[src/rtl/batchnorm_stats_divider.sv]
// Purpose: capture the per-channel (sum, sum_sq) stream from the batch-norm accumulator.
//          When done_in rises, compute mean = sum/BATCH_SIZE and var = sum_sq/BATCH_SIZE - mean^2
//          for every channel, using one shared restoring divider.
// Latency: 2*WIDTH+3 en-cycles per channel; the first valid_o comes 2*WIDTH+3 cycles after the start edge.
// Backpressure: none on either side; valid_in while busy is dropped and sets err_overrun.
// Ports: clk, rst_n, en | sum_in, sum_sq_in, channel_in, valid_in, done_in
//        | mean_out, var_out, channel_out, valid_out, busy, done, err_overrun
// Optional feature: define BN_VAR_EPS_EN to add EPSILON (saturating) to every variance.
module batchnorm_stats_divider #(
    parameter int WIDTH      = 16,
    parameter int BATCH_SIZE = 10,
    parameter int CHANNELS   = 16,
    parameter int EPSILON    = 1
) (
    input  logic             clk,
    input  logic             rst_n,
    input  logic             en,
    input  logic [WIDTH-1:0] sum_in,
    input  logic [WIDTH-1:0] sum_sq_in,
    input  logic [4:0]       channel_in,
    input  logic             valid_in,
    input  logic             done_in,
    output logic [WIDTH-1:0] mean_out,
    output logic [WIDTH-1:0] var_out,
    output logic [4:0]       channel_out,
    output logic             valid_out,
    output logic             busy,
    output logic             done,
    output logic             err_overrun
);
    localparam int CIW = (CHANNELS > 1) ? $clog2(CHANNELS) : 1;
    localparam int CW  = (WIDTH > 1) ? $clog2(WIDTH) : 1;
    localparam logic [5:0]       CH_LIM   = 6'(CHANNELS);
    localparam logic [4:0]       CH_LAST  = 5'(CHANNELS - 1);
    localparam logic [CW-1:0]    CNT_LAST = CW'(WIDTH - 1);
    localparam logic [WIDTH:0]   DIVISOR  = (WIDTH+1)'(BATCH_SIZE);

    typedef enum logic [2:0] {
        S_COLLECT, S_LOAD, S_DIV_MEAN, S_DIV_SQ, S_VAR, S_EMIT, S_OUT_DONE
    } state_t;

    state_t           state_q, state_d;
    logic             done_in_q;
    logic [4:0]       ch_q;
    logic [CW-1:0]    cnt_q;
    logic [WIDTH-1:0] rem_q, quo_q;
    logic [WIDTH-1:0] mean_q, ex2_q, var_q;
    logic [WIDTH-1:0] mean_out_q, var_out_q;
    logic [4:0]       chan_out_q;
    logic             valid_out_q, done_q, err_q;
    logic [WIDTH-1:0] sum_st_q [CHANNELS];
    logic [WIDTH-1:0] sq_st_q  [CHANNELS];

    logic             start, cnt_last, ch_ok;
    logic [CIW-1:0]   rd_idx, wr_idx;

    assign start    = (state_q == S_COLLECT) && done_in && !done_in_q;
    assign cnt_last = (cnt_q == CNT_LAST);
    assign ch_ok    = ({1'b0, channel_in} < CH_LIM);
    assign rd_idx   = ch_q[CIW-1:0];
    assign wr_idx   = channel_in[CIW-1:0];

    // Restoring divider step: shift the next dividend bit into the partial
    // remainder and subtract the divisor when it fits.
    logic [WIDTH:0]   shifted, trial;
    logic             fits;
    logic [WIDTH-1:0] rem_nx, quo_nx;
    assign shifted = {rem_q, quo_q[WIDTH-1]};
    assign fits    = (shifted >= DIVISOR);
    assign trial   = shifted - DIVISOR;
    assign rem_nx  = fits ? trial[WIDTH-1:0] : shifted[WIDTH-1:0];
    assign quo_nx  = {quo_q[WIDTH-2:0], fits};

    // Variance: mean^2 at full width; a negative difference clamps to 0.
    // When not clamped, mean^2 <= ex2 < 2**WIDTH, so its low half is exact.
    logic [2*WIDTH-1:0] msq;
    logic [WIDTH-1:0]   var_calc, var_fin;
    assign msq      = {{WIDTH{1'b0}}, mean_q} * {{WIDTH{1'b0}}, mean_q};
    assign var_calc = (msq > {{WIDTH{1'b0}}, ex2_q}) ? '0 : (ex2_q - msq[WIDTH-1:0]);
`ifdef BN_VAR_EPS_EN
    logic [WIDTH:0] var_eps;
    assign var_eps = {1'b0, var_calc} + (WIDTH+1)'(EPSILON);
    assign var_fin = var_eps[WIDTH] ? '1 : var_eps[WIDTH-1:0];
`else
    assign var_fin = var_calc;
`endif

    always_comb begin
        state_d = state_q;
        case (state_q)
            S_COLLECT:  if (start) state_d = S_LOAD;
            S_LOAD:     state_d = S_DIV_MEAN;
            S_DIV_MEAN: if (cnt_last) state_d = S_DIV_SQ;
            S_DIV_SQ:   if (cnt_last) state_d = S_VAR;
            S_VAR:      state_d = S_EMIT;
            S_EMIT:     state_d = (ch_q == CH_LAST) ? S_OUT_DONE : S_LOAD;
            S_OUT_DONE: state_d = S_COLLECT;
            default:    state_d = S_COLLECT;
        endcase
    end

    always_ff @(posedge clk or negedge rst_n) begin
        if (!rst_n) begin
            state_q     <= S_COLLECT;
            done_in_q   <= 1'b0;
            ch_q        <= '0;
            cnt_q       <= '0;
            rem_q       <= '0;
            quo_q       <= '0;
            mean_q      <= '0;
            ex2_q       <= '0;
            var_q       <= '0;
            mean_out_q  <= '0;
            var_out_q   <= '0;
            chan_out_q  <= '0;
            valid_out_q <= 1'b0;
            done_q      <= 1'b0;
            err_q       <= 1'b0;
            for (int i = 0; i < CHANNELS; i++) begin
                sum_st_q[i] <= '0;
                sq_st_q[i]  <= '0;
            end
        end else if (en) begin
            state_q     <= state_d;
            done_in_q   <= done_in;
            valid_out_q <= (state_q == S_EMIT);
            done_q      <= (state_q == S_OUT_DONE);
            if (valid_in && state_q != S_COLLECT) err_q <= 1'b1;
            case (state_q)
                S_COLLECT: begin
                    if (valid_in && ch_ok) begin
                        sum_st_q[wr_idx] <= sum_in;
                        sq_st_q[wr_idx]  <= sum_sq_in;
                    end
                    if (start) ch_q <= '0;
                end
                S_LOAD: begin
                    quo_q <= sum_st_q[rd_idx];
                    rem_q <= '0;
                    cnt_q <= '0;
                end
                S_DIV_MEAN: begin
                    if (cnt_last) begin
                        // Mean is final; reload the divider with sum_sq.
                        mean_q <= quo_nx;
                        quo_q  <= sq_st_q[rd_idx];
                        rem_q  <= '0;
                        cnt_q  <= '0;
                    end else begin
                        quo_q <= quo_nx;
                        rem_q <= rem_nx;
                        cnt_q <= cnt_q + 1'b1;
                    end
                end
                S_DIV_SQ: begin
                    if (cnt_last) begin
                        ex2_q <= quo_nx;
                        cnt_q <= '0;
                    end else begin
                        quo_q <= quo_nx;
                        rem_q <= rem_nx;
                        cnt_q <= cnt_q + 1'b1;
                    end
                end
                S_VAR: var_q <= var_fin;
                S_EMIT: begin
                    mean_out_q <= mean_q;
                    var_out_q  <= var_q;
                    chan_out_q <= ch_q;
                    if (ch_q != CH_LAST) ch_q <= ch_q + 1'b1;
                end
                S_OUT_DONE: begin
                    // Clear the store so channels not written next batch compute as 0.
                    for (int i = 0; i < CHANNELS; i++) begin
                        sum_st_q[i] <= '0;
                        sq_st_q[i]  <= '0;
                    end
                end
                default: ;
            endcase
        end
    end

    assign mean_out    = mean_out_q;
    assign var_out     = var_out_q;
    assign channel_out = chan_out_q;
    assign valid_out   = valid_out_q;
    assign done        = done_q;
    assign err_overrun = err_q;
    assign busy        = (state_q != S_COLLECT);
endmodule

[config.mk]
export PLATFORM = sky130hd
export DESIGN_NAME = batchnorm_stats_divider
export DESIGN_NICKNAME = d
export VERILOG_FILES = /design/src/rtl/batchnorm_stats_divider.sv
export SDC_FILE = /design/constraint.sdc
export NUM_CORES = 1
export LEC_CHECK = 0
export CELL_PAD_IN_SITES_DETAIL_PLACEMENT = 2
export CELL_PAD_IN_SITES_GLOBAL_PLACEMENT = 2
export CORE_MARGIN = 4
export CORE_UTILIZATION = 42
export DETAILED_ROUTE_END_ITERATION = 8
export GPL_ROUTABILITY_DRIVEN = 0
export PLACE_DENSITY_LB_ADDON = 0.1
export SYNTH_ARGS = -nofsm -noshare
export SYNTH_HDL_FRONTEND = slang
export SYNTH_SLANG_ARGS = --single-unit
[constraint.sdc]
create_clock -name clk -period 7.95 [get_ports clk]
set_input_delay 0.795 -clock clk [delete_from_list [all_inputs] [get_ports clk]]
set_output_delay 0.795 -clock clk [all_outputs]
set_load 0.1 [all_outputs]
==> parameters.txt, run 1 <==
Parameter                              Value

Power
  Pwr/cell area    around 400 mW/mm2
  Combinational share of power    ~55%
  Part of the power in the clock network    23.0%
  Net switching power of the design    7.63 mW
  Sequential group share of total power    between 20 and 25%
  Fraction of power spent switching nets    between 40% and 50%
  Cell-internal power    between 9 and 10 mW
  P_leak    18.8 nW
  Peak VDD IR    roughly 0.00046 V

Clock tree
  CTS clock-pin slew for the worst setup and hold paths    ~0.06 ns
  Clock sink total    around 650
  Library cell used as clock root buffer    sky130_fd_sc_hd__clkbuf_16
  Worst-skew pair later-pin latency    ~0.67 ns
  Number of H-tree levels    3
  Clock buffer depth    3
  Number of clock buffers inserted by TritonCTS    76
  CTS tree    done
  Number of buffers added to fix hold violations after cts    0

Worst setup path
  Type of element capturing the critical path    register
  CP top delay family    adder cells
  Buf+Inv Stages, Crit Path    6
  Most numerous cell on the critical path    sky130_fd_sc_hd__fa_1
  Class of the most critical setup path    register to register
  Required arrival time at the worst endpoint    ~8.5 ns
  R2R Path End    var_q[8]
  Source of the worst register-to-register timing path    mean_q[10]
  Critical-path maximum fanout    16
  Cell with the biggest individual delay on the critical path    sky130_fd_sc_hd__fa_1
  Register-to-register path setup slack    approximately 0.50 ns
  Data arrival time of the critical path    8.00 ns
  Startpoint Class    register
  Worst Reg2Reg Path Length in Cells    29
  Largest stage delay on the critical path    between 0.5 and 0.6 ns

Yosys
  Fraction of post-synthesis cell area in the top cell type by area    around 45%
  Synth async-reset ratio    100%
  Average cell area after synthesis    between 10 and 15 um2
  Post-synthesis cell type count    67
  Register bit count reported by yosys    645
  Syn nets    a little under 4k
  Yosys top cell by area    sky130_fd_sc_hd__dfrtp_1
  Number of warnings reported in the yosys synthesis log    0
  Largest cells by area after synthesis    sky130_fd_sc_hd__dfrtp_1, sky130_fd_sc_hd__mux4_2, sky130_fd_sc_hd__fa_1, sky130_fd_sc_hd__o21ai_0, sky130_fd_sc_hd__nand2_1
  Count of mapped cells out of synthesis    between 3k and 4k
  List of most frequent post-synthesis cells    sky130_fd_sc_hd__nand2_1, sky130_fd_sc_hd__dfrtp_1, sky130_fd_sc_hd__o21ai_0
  Most frequently used flop master after synthesis    sky130_fd_sc_hd__dfrtp_1
  Cell with the most instances after synthesis    sky130_fd_sc_hd__nand2_1
  Sequential area share after synthesis    around 45%
  Syn Std Cell Area    0.0360 mm2
  Count of flip-flops with a built-in enable after synthesis    0

STA
  Pins over their slew limit    0
  Post-route worst setup slack    a little under 0.5 ns
  Minimum hold slack    0.0777 ns
  Max-Slew Margin vs Limit    22.6%
  Number of hold violations in the final report    0
  Crit share post-route    a little over nine tenths
  Actual transition at the worst max-transition pin    approximately 1.2 ns
  Setup TNS    0 ns
  Final setup violation count    0
  RSZ-0062 raised after global routing    false
  Clock Skews    roughly 0.051 ns
  Max Fclk    about 0.13 GHz
  Final worst path period need    7.45 ns

Run
  Max cap viols    0

Routing
  Total wire length after detailed routing    between 100000 and 150000 um
  Number of antenna-violating nets in the routed design    0
  Count of routing violations after the opening detailed-route iteration    1536
  Residual DRC count    0
  Average vias per placed instance    ~6
  Number of iterations in the first detailed-routing pass    5
  Wire length per cell after detailed routing    28.9 um
  Via total after detailed routing    about 28k

Hold path
  Type of the worst min-delay path    primary input to asynchronous set/reset pin

Floorplan
  Die Outline Area    0.0904 mm2
  Floorplan die width    301 um
  Die extent in y    between 300 and 400 um
  Initial Util    42.3%
  IO Pins    between 80 and 90
  Area of the core region    0.0850 mm2
  Number of core rows    ~110

Layout
  Fin nets    between 3k and 4k
  Layout-stage area growth over the synthesis result    14.1%
  Share of layout cells above drive strength 1    about an eighth

GRT
  Antenna violations before repair    4
  Overall routing resource usage    a little under a third
  Via count of the first global-routing pass    32.8k
  Remaining global-route overflow    0
  Pin count of the biggest net entering global routing    180
  Global-route wire length before repair    about 210000 um

Outcome
  Run status    finished, final reports clean

Placement
  Count of buffers inserted at the top-level ports    82
  Post-detailed-placement half-perimeter wirelength    around 86000 um
  Post-place setup slack    about 0.15 ns
-- kinds of logic after synthesis --
| kind of cell | count (synthesis) | synth area share (%) |
|---|---|---|
| multiplexers | 189 | 10.8 |
| buffers and inverters | 515 | 5.41 |
| AO/OA/AOI/OAI | 789 | 11.8 |
| AND/OR/NAND/NOR | 1062 | 12.2 |
| flip-flops | 645 | 44.9 |
| adder cells (fa/ha/maj) | 296 | 13.7 |
| XOR/XNOR | 51 | 1.24 |
-- worst max path at each step --
stage,start,endpoint,slack (ns),depth (start not counted)
finish,mean_q[10],var_q[8],0.50,29
floorplan,mean_q[1],var_q[11],0.99,29
detailed placement,mean_q[6],var_q[8],0.15,30
CTS,mean_q[6],var_q[8],0.08,30
global placement,mean_q[6],var_q[7],0.44,30
global route,mean_q[10],var_q[7],0.03,29
-- state kept, by name (all words and copies together), names as in the netlist, 3 cells and up --
signal       flops
ex2_q           16
cnt_q            4
var_out         16
rem_q           16
sum_st_q       256
mean_q          16
ch_q             5
mean_out        16
quo_q           16
sq_st_q        256
var_q           16
channel_out      5
state_q          3
-- power groups by stage --
stage	registers, mW	clock network (mW)	logic [mW]
floorplan	3.65	0	6.18
global placement	3.75	0	8.65
detailed placement	3.77	0	9.07
CTS	3.71	3.91	9.15
global route	3.73	4.07	10.1
finish	3.72	3.84	9.15
-- per-layer routing --
metal  wire length, um  GRT usage [%]  vias up
met5                45              0        -
met4              7150           13.9        6
met3              5770           4.38      369
met2             72500           56.6      772
met1             52200           35.8    15200
li1                  -              -    11900
-- cell type report --
class                   count  area [um2]
multi-input cells        2387       18100
well taps                1144        1430
clock inverters            29         457
fillers                  8664       44000
inverters                 280        1050
repair buffers            164        1510
clock buffers             109        2290
diodes                      1        2.50
flip-flops and latches    645       16200
-- repair_timing --
item | CTS | global route
buffers inserted | 0 | 9
endpoints found under the setup margin | 0 | 16
resized for setup | 0 | 15
-- cell usage in the layout, fill, tap and decap left out, types with 31 or more instances in the layout --
cell type / n
sky130_fd_sc_hd__nand2_1: 819
sky130_fd_sc_hd__dfrtp_1: 633
sky130_fd_sc_hd__o21ai_0: 614
sky130_fd_sc_hd__inv_1: 277
sky130_fd_sc_hd__fa_1: 162
sky130_fd_sc_hd__mux4_2: 159
sky130_fd_sc_hd__ha_1: 134
sky130_fd_sc_hd__clkdlybuf4s50_1: 81
sky130_fd_sc_hd__nor2_1: 78
sky130_fd_sc_hd__clkbuf_16: 78
sky130_fd_sc_hd__buf_4: 76
sky130_fd_sc_hd__a21oi_1: 61
sky130_fd_sc_hd__and2_1: 49
sky130_fd_sc_hd__xnor2_1: 31
-- per-stage QoR --
stage | power, mW | cells | util (%) | instance area (um2)
after floorplan | 9.83 | 3547 | - | 36000
after detailed placement | 12.8 | 4611 | 44.9 | 38200
after CTS | 16.8 | 4749 | 48.1 | 40900
final | 16.7 | 4759 | 48.3 | 41100
after global routing | 17.9 | 4758 | 48.3 | 41000
after global placement | 12.4 | 4611 | 44.9 | 38200
Power figures use the tool's default switching activity.
==> inputs of run 2 (changes only) <==
--- a/config.mk
+++ b/config.mk
@@ -5,6 +5,7 @@
 export SDC_FILE = /design/constraint.sdc
 export NUM_CORES = 1
 export LEC_CHECK = 0
+export CAP_MARGIN = 40
 export CELL_PAD_IN_SITES_DETAIL_PLACEMENT = 2
 export CELL_PAD_IN_SITES_GLOBAL_PLACEMENT = 2
 export CORE_MARGIN = 4
==> constraint.sdc (replaced) <==
create_clock -name clk -period 7.95 [get_ports clk]
set_input_delay 0.795 -clock clk [delete_from_list [all_inputs] [get_ports clk]]
set_output_delay 0.795 -clock clk [all_outputs]
set_load 0.02 [all_outputs]
==> run 2 against run 1 <==
Compared with the run above: maximum frequency barely moved; die area unchanged; critical path depth stayed put; cell count grew 0.21%; count of clock-buffer cells in the layout is 1 lower; design area grew 0.25%; sequential share of layout area decreased by 0.10 points; clock power decreased by 2%; wire length increased by 0.35%; critical path type unchanged; critical endpoint unchanged; highest routed layer unchanged.
==> parameters.txt, run 2 (synthesis results as in run 1) <==
Parameter                              Value

Clock tree
  Number of clock buffers inserted by TritonCTS    76 (unchanged)
  Library cell used as clock root buffer    sky130_fd_sc_hd__clkbuf_16 (unchanged)
  Worst-skew pair later-pin latency    0.68 ns (was 0.67 ns)
  Clock sink total    645 (unchanged)
  Number of buffers added to fix hold violations after cts    0 (unchanged)
  CTS clock-pin slew for the worst setup and hold paths    0.07 ns (was 0.06 ns)
  Number of H-tree levels    3 (unchanged)
  Clock buffer depth    3 (unchanged)
  CTS tree    done (unchanged)

STA
  Crit share post-route    93.8% (about the same)
  Final worst path period need    7.46 ns (was 7.45 ns)
  Max Fclk    0.134 GHz (about the same)
  Clock Skews    0.0606 ns (was 0.0512 ns)
  Final setup violation count    0 (unchanged)
  Max-Slew Margin vs Limit    28.9% (was 22.6%)
  Setup TNS    0 ns (unchanged)
  Number of hold violations in the final report    0 (unchanged)
  Actual transition at the worst max-transition pin    1.07 ns (was 1.16 ns)
  RSZ-0062 raised after global routing    false (unchanged)
  Pins over their slew limit    0 (unchanged)

Floorplan
  Number of core rows    107 (unchanged)
  IO Pins    83 (unchanged)
  Floorplan die width    301 um (unchanged)
  Area of the core region    0.0850 mm2 (unchanged)
  Die Outline Area    0.0904 mm2 (unchanged)
  Initial Util    42.3% (unchanged)
  Die extent in y    301 um (unchanged)

GRT
  Via count of the first global-routing pass    32.9k (was 32.8k)
  Antenna violations before repair    6 (was 4)
  Remaining global-route overflow    0 (unchanged)
  Pin count of the biggest net entering global routing    180 (unchanged)
  Overall routing resource usage    30.9% (was 30.8%)
  Global-route wire length before repair    209000 um (about the same)

Worst setup path
  Largest stage delay on the critical path    0.56 ns (was 0.54 ns)
  Cell with the biggest individual delay on the critical path    sky130_fd_sc_hd__fa_1 (unchanged)
  Startpoint Class    register (unchanged)
  Class of the most critical setup path    register to register (unchanged)
  Register-to-register path setup slack    0.49 ns (was 0.50 ns)
  Buf+Inv Stages, Crit Path    6 (unchanged)
  Required arrival time at the worst endpoint    8.51 ns (was 8.50 ns)
  Most numerous cell on the critical path    sky130_fd_sc_hd__fa_1 (unchanged)
  Type of element capturing the critical path    register (unchanged)
  Critical-path maximum fanout    16 (unchanged)
  CP top delay family    adder cells (unchanged)
  Data arrival time of the critical path    8.02 ns (was 8.00 ns)

Power
  Sequential group share of total power    22.3% (was 22.2%)
  Pwr/cell area    405 mW/mm2 (was 407 mW/mm2)
  Fraction of power spent switching nets    45.8% (was 45.6%)
  Cell-internal power    9.04 mW (was 9.09 mW)
  Peak VDD IR    0.000456 V (was 0.000457 V)
  P_leak    18.8 nW (about the same)
  Net switching power of the design    7.63 mW (about the same)
  Combinational share of power    55.0% (was 54.8%)
  Part of the power in the clock network    22.6% (was 23.0%)
  Final Total Pwr    16.7 mW (about the same)

Layout
  Fillers    8646 (was 8664)
  Share of the core filled with cells    48.4% (was 48.3%)
  Top library cells by usage in the layout, fill and taps aside    sky130_fd_sc_hd__nand2_1, sky130_fd_sc_hd__dfrtp_1, sky130_fd_sc_hd__o21ai_0 (unchanged)
  Share of layout cells above drive strength 1    12.5% (about the same)
  Fin nets    3900 (was 3892)
  Top Registers    sq_st_q: 256 flops, sum_st_q: 256 flops (unchanged)
  Leading cell type in the layout, fill and taps excluded    sky130_fd_sc_hd__nand2_1 (unchanged)
  Layout-stage area growth over the synthesis result    14.4% (was 14.1%)

Placement
  Post-detailed-placement half-perimeter wirelength    87000 um (was 86400 um)
  Count of buffers inserted at the top-level ports    82 (unchanged)

Run
  Max cap viols    0 (unchanged)

Routing
  Via total after detailed routing    28.1k (was 28.2k)
  Count of routing violations after the opening detailed-route iteration    1767 (was 1536)
  Residual DRC count    0 (unchanged)
  Total wire length after detailed routing    138000 um (about the same)
  Number of iterations in the first detailed-routing pass    5 (unchanged)
  Wire length per cell after detailed routing    29.0 um (was 28.9 um)
  Average vias per placed instance    5.90 (was 5.93)
  Number of antenna-violating nets in the routed design    0 (unchanged)

Hold path
  Type of the worst min-delay path    primary input to asynchronous set/reset pin (unchanged)

Outcome
  Run status    finished, final reports clean (unchanged)
## run 2: per-stage QoR
stage,cell area (um2),cells,setup slack [ns],hold slack (ns)
floorplan,36000,3547,0.985,0.439
global placement,38200,4611,0.439,0.452
detailed placement,38400,4618,0.175,0.469
CTS,41100,4758,0.119,0.0710
global route,41200,4768,0.0140,0.0992
finish,41200,4769,0.490,0.0832
## run 2: worst paths after layout
path	startpoint	to	cells after the start
min in group clk	var_out[3]	var_out[3]	2
hold / removal	rst_n	var_out[4]	1
setup reg to reg	mean_q[10]	var_q[8]	29
max in group asynchronous	rst_n	sum_st_q[172]	2
hold reg to reg	var_out[3]	var_out[3]	2
setup / recovery	mean_q[10]	var_q[8]	29
## run 2: power groups by stage
stage | clock network (mW) | logic, mW | registers [mW]
after floorplan | 0 | 6.18 | 3.62
after detailed placement | 0 | 9.07 | 3.77
after global routing | 4.01 | 10.1 | 3.74
final | 3.77 | 9.17 | 3.72
after global placement | 0 | 8.62 | 3.75
after CTS | 3.85 | 9.15 | 3.72
## run 2: layout make-up
cell class | count | area, um2 | share of cell area, %
timing repair buffer | 172 | 1660 | 4.04
clock inverter | 32 | 528 | 1.28
clock buffer | 108 | 2170 | 5.28
tap | 1144 | 1430 | 3.48
sequential | 645 | 16200 | 39.3
antenna | 1 | 2.50 | 0.00608
inverter | 280 | 1050 | 2.56
multi-input combinational | 2387 | 18100 | 44.1
## run 2: timing repair
action / 4_1_cts / 5_1_grt
resized for setup: 0 / 14
setup buffers: 0 / 10
setup endpoints to repair: 0 / 16
## run 2: metal layers
metal | up-vias | track usage, % | share of wire [%]
met5 | - | 0 | 0.017
li1 | 11900 | - | -
met2 | 822 | 56.6 | 53
met3 | 371 | 5.08 | 4.6
met1 | 15000 | 35.0 | 37
met4 | 4 | 15.0 | 5.3
==> inputs of run 3 (changes only) <==
--- a/config.mk
+++ b/config.mk
@@ -8,7 +8,6 @@
 export CAP_MARGIN = 40
 export CELL_PAD_IN_SITES_DETAIL_PLACEMENT = 2
 export CELL_PAD_IN_SITES_GLOBAL_PLACEMENT = 2
-export CORE_MARGIN = 4
 export CORE_UTILIZATION = 42
 export DETAILED_ROUTE_END_ITERATION = 8
 export GPL_ROUTABILITY_DRIVEN = 0
==> run 3 against run 2 <==
Compared with the run above: die area is 4.0% lower; sequential share of layout area is 0.12 points higher; total power down 1.4%; non-clock buffer count rose by 3; register-to-register slack got worse by 0.15 ns; combinational power decreased by 1%; cell count is 0.21% lower; first-iteration DRC count is 14% lower; setup slack got worse by 0.15 ns; count of clock-buffer cells in the layout grew 4; clock power is 4% lower; flip-flop and latch count unchanged; critical path type unchanged.
==> parameters.txt, run 3 (synthesis results as in run 1) <==
Parameter                              Value

Outcome
  Run status    finished, final reports clean (unchanged)

Floorplan
  Die extent in y    295 um (was 301 um)
  Number of core rows    106 (was 107)
  Initial Util    42.7% (was 42.3%)
  Die Outline Area    0.0868 mm2 (was 0.0904 mm2)
  IO Pins    83 (unchanged)
  Floorplan die width    295 um (was 301 um)
  Area of the core region    0.0842 mm2 (was 0.0850 mm2)

STA
  Actual transition at the worst max-transition pin    1.11 ns (was 1.07 ns)
  Final worst path period need    7.61 ns (was 7.46 ns)
  Number of hold violations in the final report    0 (unchanged)
  Crit share post-route    95.7% (was 93.8%)
  Clock Skews    0.0423 ns (was 0.0606 ns)
  Max Fclk    0.131 GHz (was 0.134 GHz)
  Max-Slew Margin vs Limit    26.0% (was 28.9%)
  Minimum hold slack    0.0911 ns (was 0.0832 ns)
  Pins over their slew limit    0 (unchanged)
  Final setup violation count    0 (unchanged)

Clock tree
  Clock buffer depth    3 (unchanged)
  Number of clock buffers inserted by TritonCTS    76 (unchanged)
  CTS tree    done (unchanged)
  Library cell used as clock root buffer    sky130_fd_sc_hd__clkbuf_16 (unchanged)
  Clock sink total    645 (unchanged)
  CTS clock-pin slew for the worst setup and hold paths    0.06 ns (was 0.07 ns)
  Worst-skew pair later-pin latency    0.65 ns (was 0.68 ns)
  Number of H-tree levels    3 (unchanged)

Routing
  Count of routing violations after the opening detailed-route iteration    1526 (was 1767)
  Via total after detailed routing    28.1k (about the same)
  Number of antenna-violating nets in the routed design    0 (unchanged)
  Wire length per cell after detailed routing    28.8 um (was 29.0 um)
  Total wire length after detailed routing    137000 um (was 138000 um)
  Residual DRC count    0 (unchanged)
  Number of iterations in the first detailed-routing pass    5 (unchanged)
  Highest routed layer    met5 (unchanged)
  Post-route met1 wirelength    52300 um (was 51500 um)
  Met3 routed WL    5140 um (was 6380 um)
  Average vias per placed instance    5.90 (about the same)
  Routed length on met2    72200 um (was 72800 um)

Worst setup path
  Critical-path maximum fanout    16 (unchanged)
  R2R Path End    var_q[8] (unchanged)
  Startpoint Class    register (unchanged)
  Required arrival time at the worst endpoint    8.50 ns (was 8.51 ns)
  Class of the most critical setup path    register to register (unchanged)
  Worst Reg2Reg Path Length in Cells    25 (was 29)
  Type of element capturing the critical path    register (unchanged)
  Data arrival time of the critical path    8.16 ns (was 8.02 ns)
  Source of the worst register-to-register timing path    mean_q[6] (was mean_q[10])
  Register-to-register path setup slack    0.34 ns (was 0.49 ns)

Power
  Sequential group share of total power    22.6% (was 22.3%)
  Cell-internal power    8.91 mW (was 9.04 mW)
  Peak VDD IR    0.000548 V (was 0.000456 V)
  Part of the power in the clock network    22.1% (was 22.6%)
  P_leak    18.8 nW (about the same)
  Final Total Pwr    16.4 mW (was 16.7 mW)
  Fraction of power spent switching nets    45.8% (about the same)
  Combinational share of power    55.3% (was 55.0%)
  Net switching power of the design    7.52 mW (was 7.63 mW)
  Pwr/cell area    401 mW/mm2 (was 405 mW/mm2)

Layout
  Share of layout cells above drive strength 1    12.3% (was 12.5%)
  Top library cells by usage in the layout, fill and taps aside    sky130_fd_sc_hd__nand2_1, sky130_fd_sc_hd__dfrtp_1, sky130_fd_sc_hd__o21ai_0 (unchanged)
  Top Registers    sq_st_q: 256 flops, sum_st_q: 256 flops (unchanged)
  Leading cell type in the layout, fill and taps excluded    sky130_fd_sc_hd__nand2_1 (unchanged)
  Fillers    8512 (was 8646)
  Layout-stage area growth over the synthesis result    14.0% (was 14.4%)
  Final non-filler cell area    0.0410 mm2 (was 0.0412 mm2)
  Fin nets    3903 (was 3900)

GRT
  Antenna violations before repair    2 (was 6)
  Global-route wire length before repair    207000 um (was 209000 um)
  Via count of the first global-routing pass    32.6k (was 32.9k)
  Remaining global-route overflow    0 (unchanged)
  Pin count of the biggest net entering global routing    180 (unchanged)
  Overall routing resource usage    32.3% (was 30.9%)

Placement
  Count of buffers inserted at the top-level ports    82 (unchanged)
  Total cell area at the placement stage    0.0384 mm2 (about the same)
  Post-detailed-placement half-perimeter wirelength    85900 um (was 87000 um)

Run
  Max cap viols    0 (unchanged)

Hold path
  Type of the worst min-delay path    primary input to asynchronous set/reset pin (unchanged)
==> run 3: cell type report <==
cell class	instances	area, um2	area share [%]
inverters	280	1050	2.56
multi-input cells	2387	18100	44.2
well taps	1134	1420	3.46
clock inverters	25	374	0.912
clock buffers	112	2200	5.36
repair buffers	175	1670	4.08
flip-flops and latches	645	16200	39.4
diodes	1	2.50	0.00610
==> run 3: worst max-delay path, cell delays in order, from the launching register on <==
cell	delay, ns
sky130_fd_sc_hd__dfrtp_1	0.61
sky130_fd_sc_hd__buf_4	0.26
sky130_fd_sc_hd__nand2_1	0.11
sky130_fd_sc_hd__fa_1	0.63
sky130_fd_sc_hd__inv_1	0.11
sky130_fd_sc_hd__fa_1	0.45
sky130_fd_sc_hd__fa_1	0.51
sky130_fd_sc_hd__inv_1	0.07
sky130_fd_sc_hd__fa_1	0.60
sky130_fd_sc_hd__fa_1	0.44
sky130_fd_sc_hd__fa_1	0.49
sky130_fd_sc_hd__inv_1	0.04
sky130_fd_sc_hd__ha_2	0.44
sky130_fd_sc_hd__o2111a_1	0.22
sky130_fd_sc_hd__o41a_1	0.18
sky130_fd_sc_hd__nor2_1	0.09
sky130_fd_sc_hd__xnor2_1	0.14
sky130_fd_sc_hd__ha_1	0.35
sky130_fd_sc_hd__nand4_1	0.17
sky130_fd_sc_hd__nor4_2	0.30
sky130_fd_sc_hd__a21oi_1	0.10
sky130_fd_sc_hd__nor4_1	0.28
sky130_fd_sc_hd__and4_1	0.26
sky130_fd_sc_hd__o2111ai_2	0.12
sky130_fd_sc_hd__buf_4	0.25
sky130_fd_sc_hd__o31ai_1	0.26
==> run 3: power groups by stage <==
stage | sequential [mW] | clock, mW | combinational [mW]
finish | 3.71 | 3.63 | 9.08
global route | 3.73 | 3.80 | 9.92
CTS | 3.71 | 3.69 | 9.11
detailed placement | 3.77 | 0 | 9.00
global placement | 3.75 | 0 | 8.62
floorplan | 3.62 | 0 | 6.18
==> run 3: how the worst max path moves through the flow <==
stage	from	endpoint	slack, ns	depth (start not counted)
5_1_grt	mean_q[3]	var_q[7]	-0.07	31
3_3_place_gp	mean_q[2]	var_q[7]	0.41	29
3_5_place_dp	mean_q[2]	var_q[8]	0.16	28
4_1_cts	mean_q[2]	var_q[8]	0.10	26
6_report	mean_q[6]	var_q[8]	0.34	25
2_1_floorplan	mean_q[1]	var_q[11]	0.99	29
==> run 3: timing repair <==
action | CTS | global route
setup endpoints to repair | 0 | 16
setup buffers | 0 | 6
hold buffers | 0 | 0
resized for setup | 0 | 10
==> run 3: layer usage <==
metal,global-route usage [%],vias up
met1,37.6,15100
met3,3.88,366
met4,16.1,4
met5,0,-
met2,58.5,736
li1,-,11900
==> run 3: stage by stage <==
step	util (%)	setup slack, ns	cells	TNS (ns)
2_1_floorplan	-	0.985	3547	0
3_3_place_gp	45.4	0.411	4609	0
3_5_place_dp	45.6	0.165	4615	0
4_1_cts	48.6	0.101	4752	0
5_1_grt	48.7	-0.0724	4758	-0.0890
6_report	48.7	0.343	4759	0
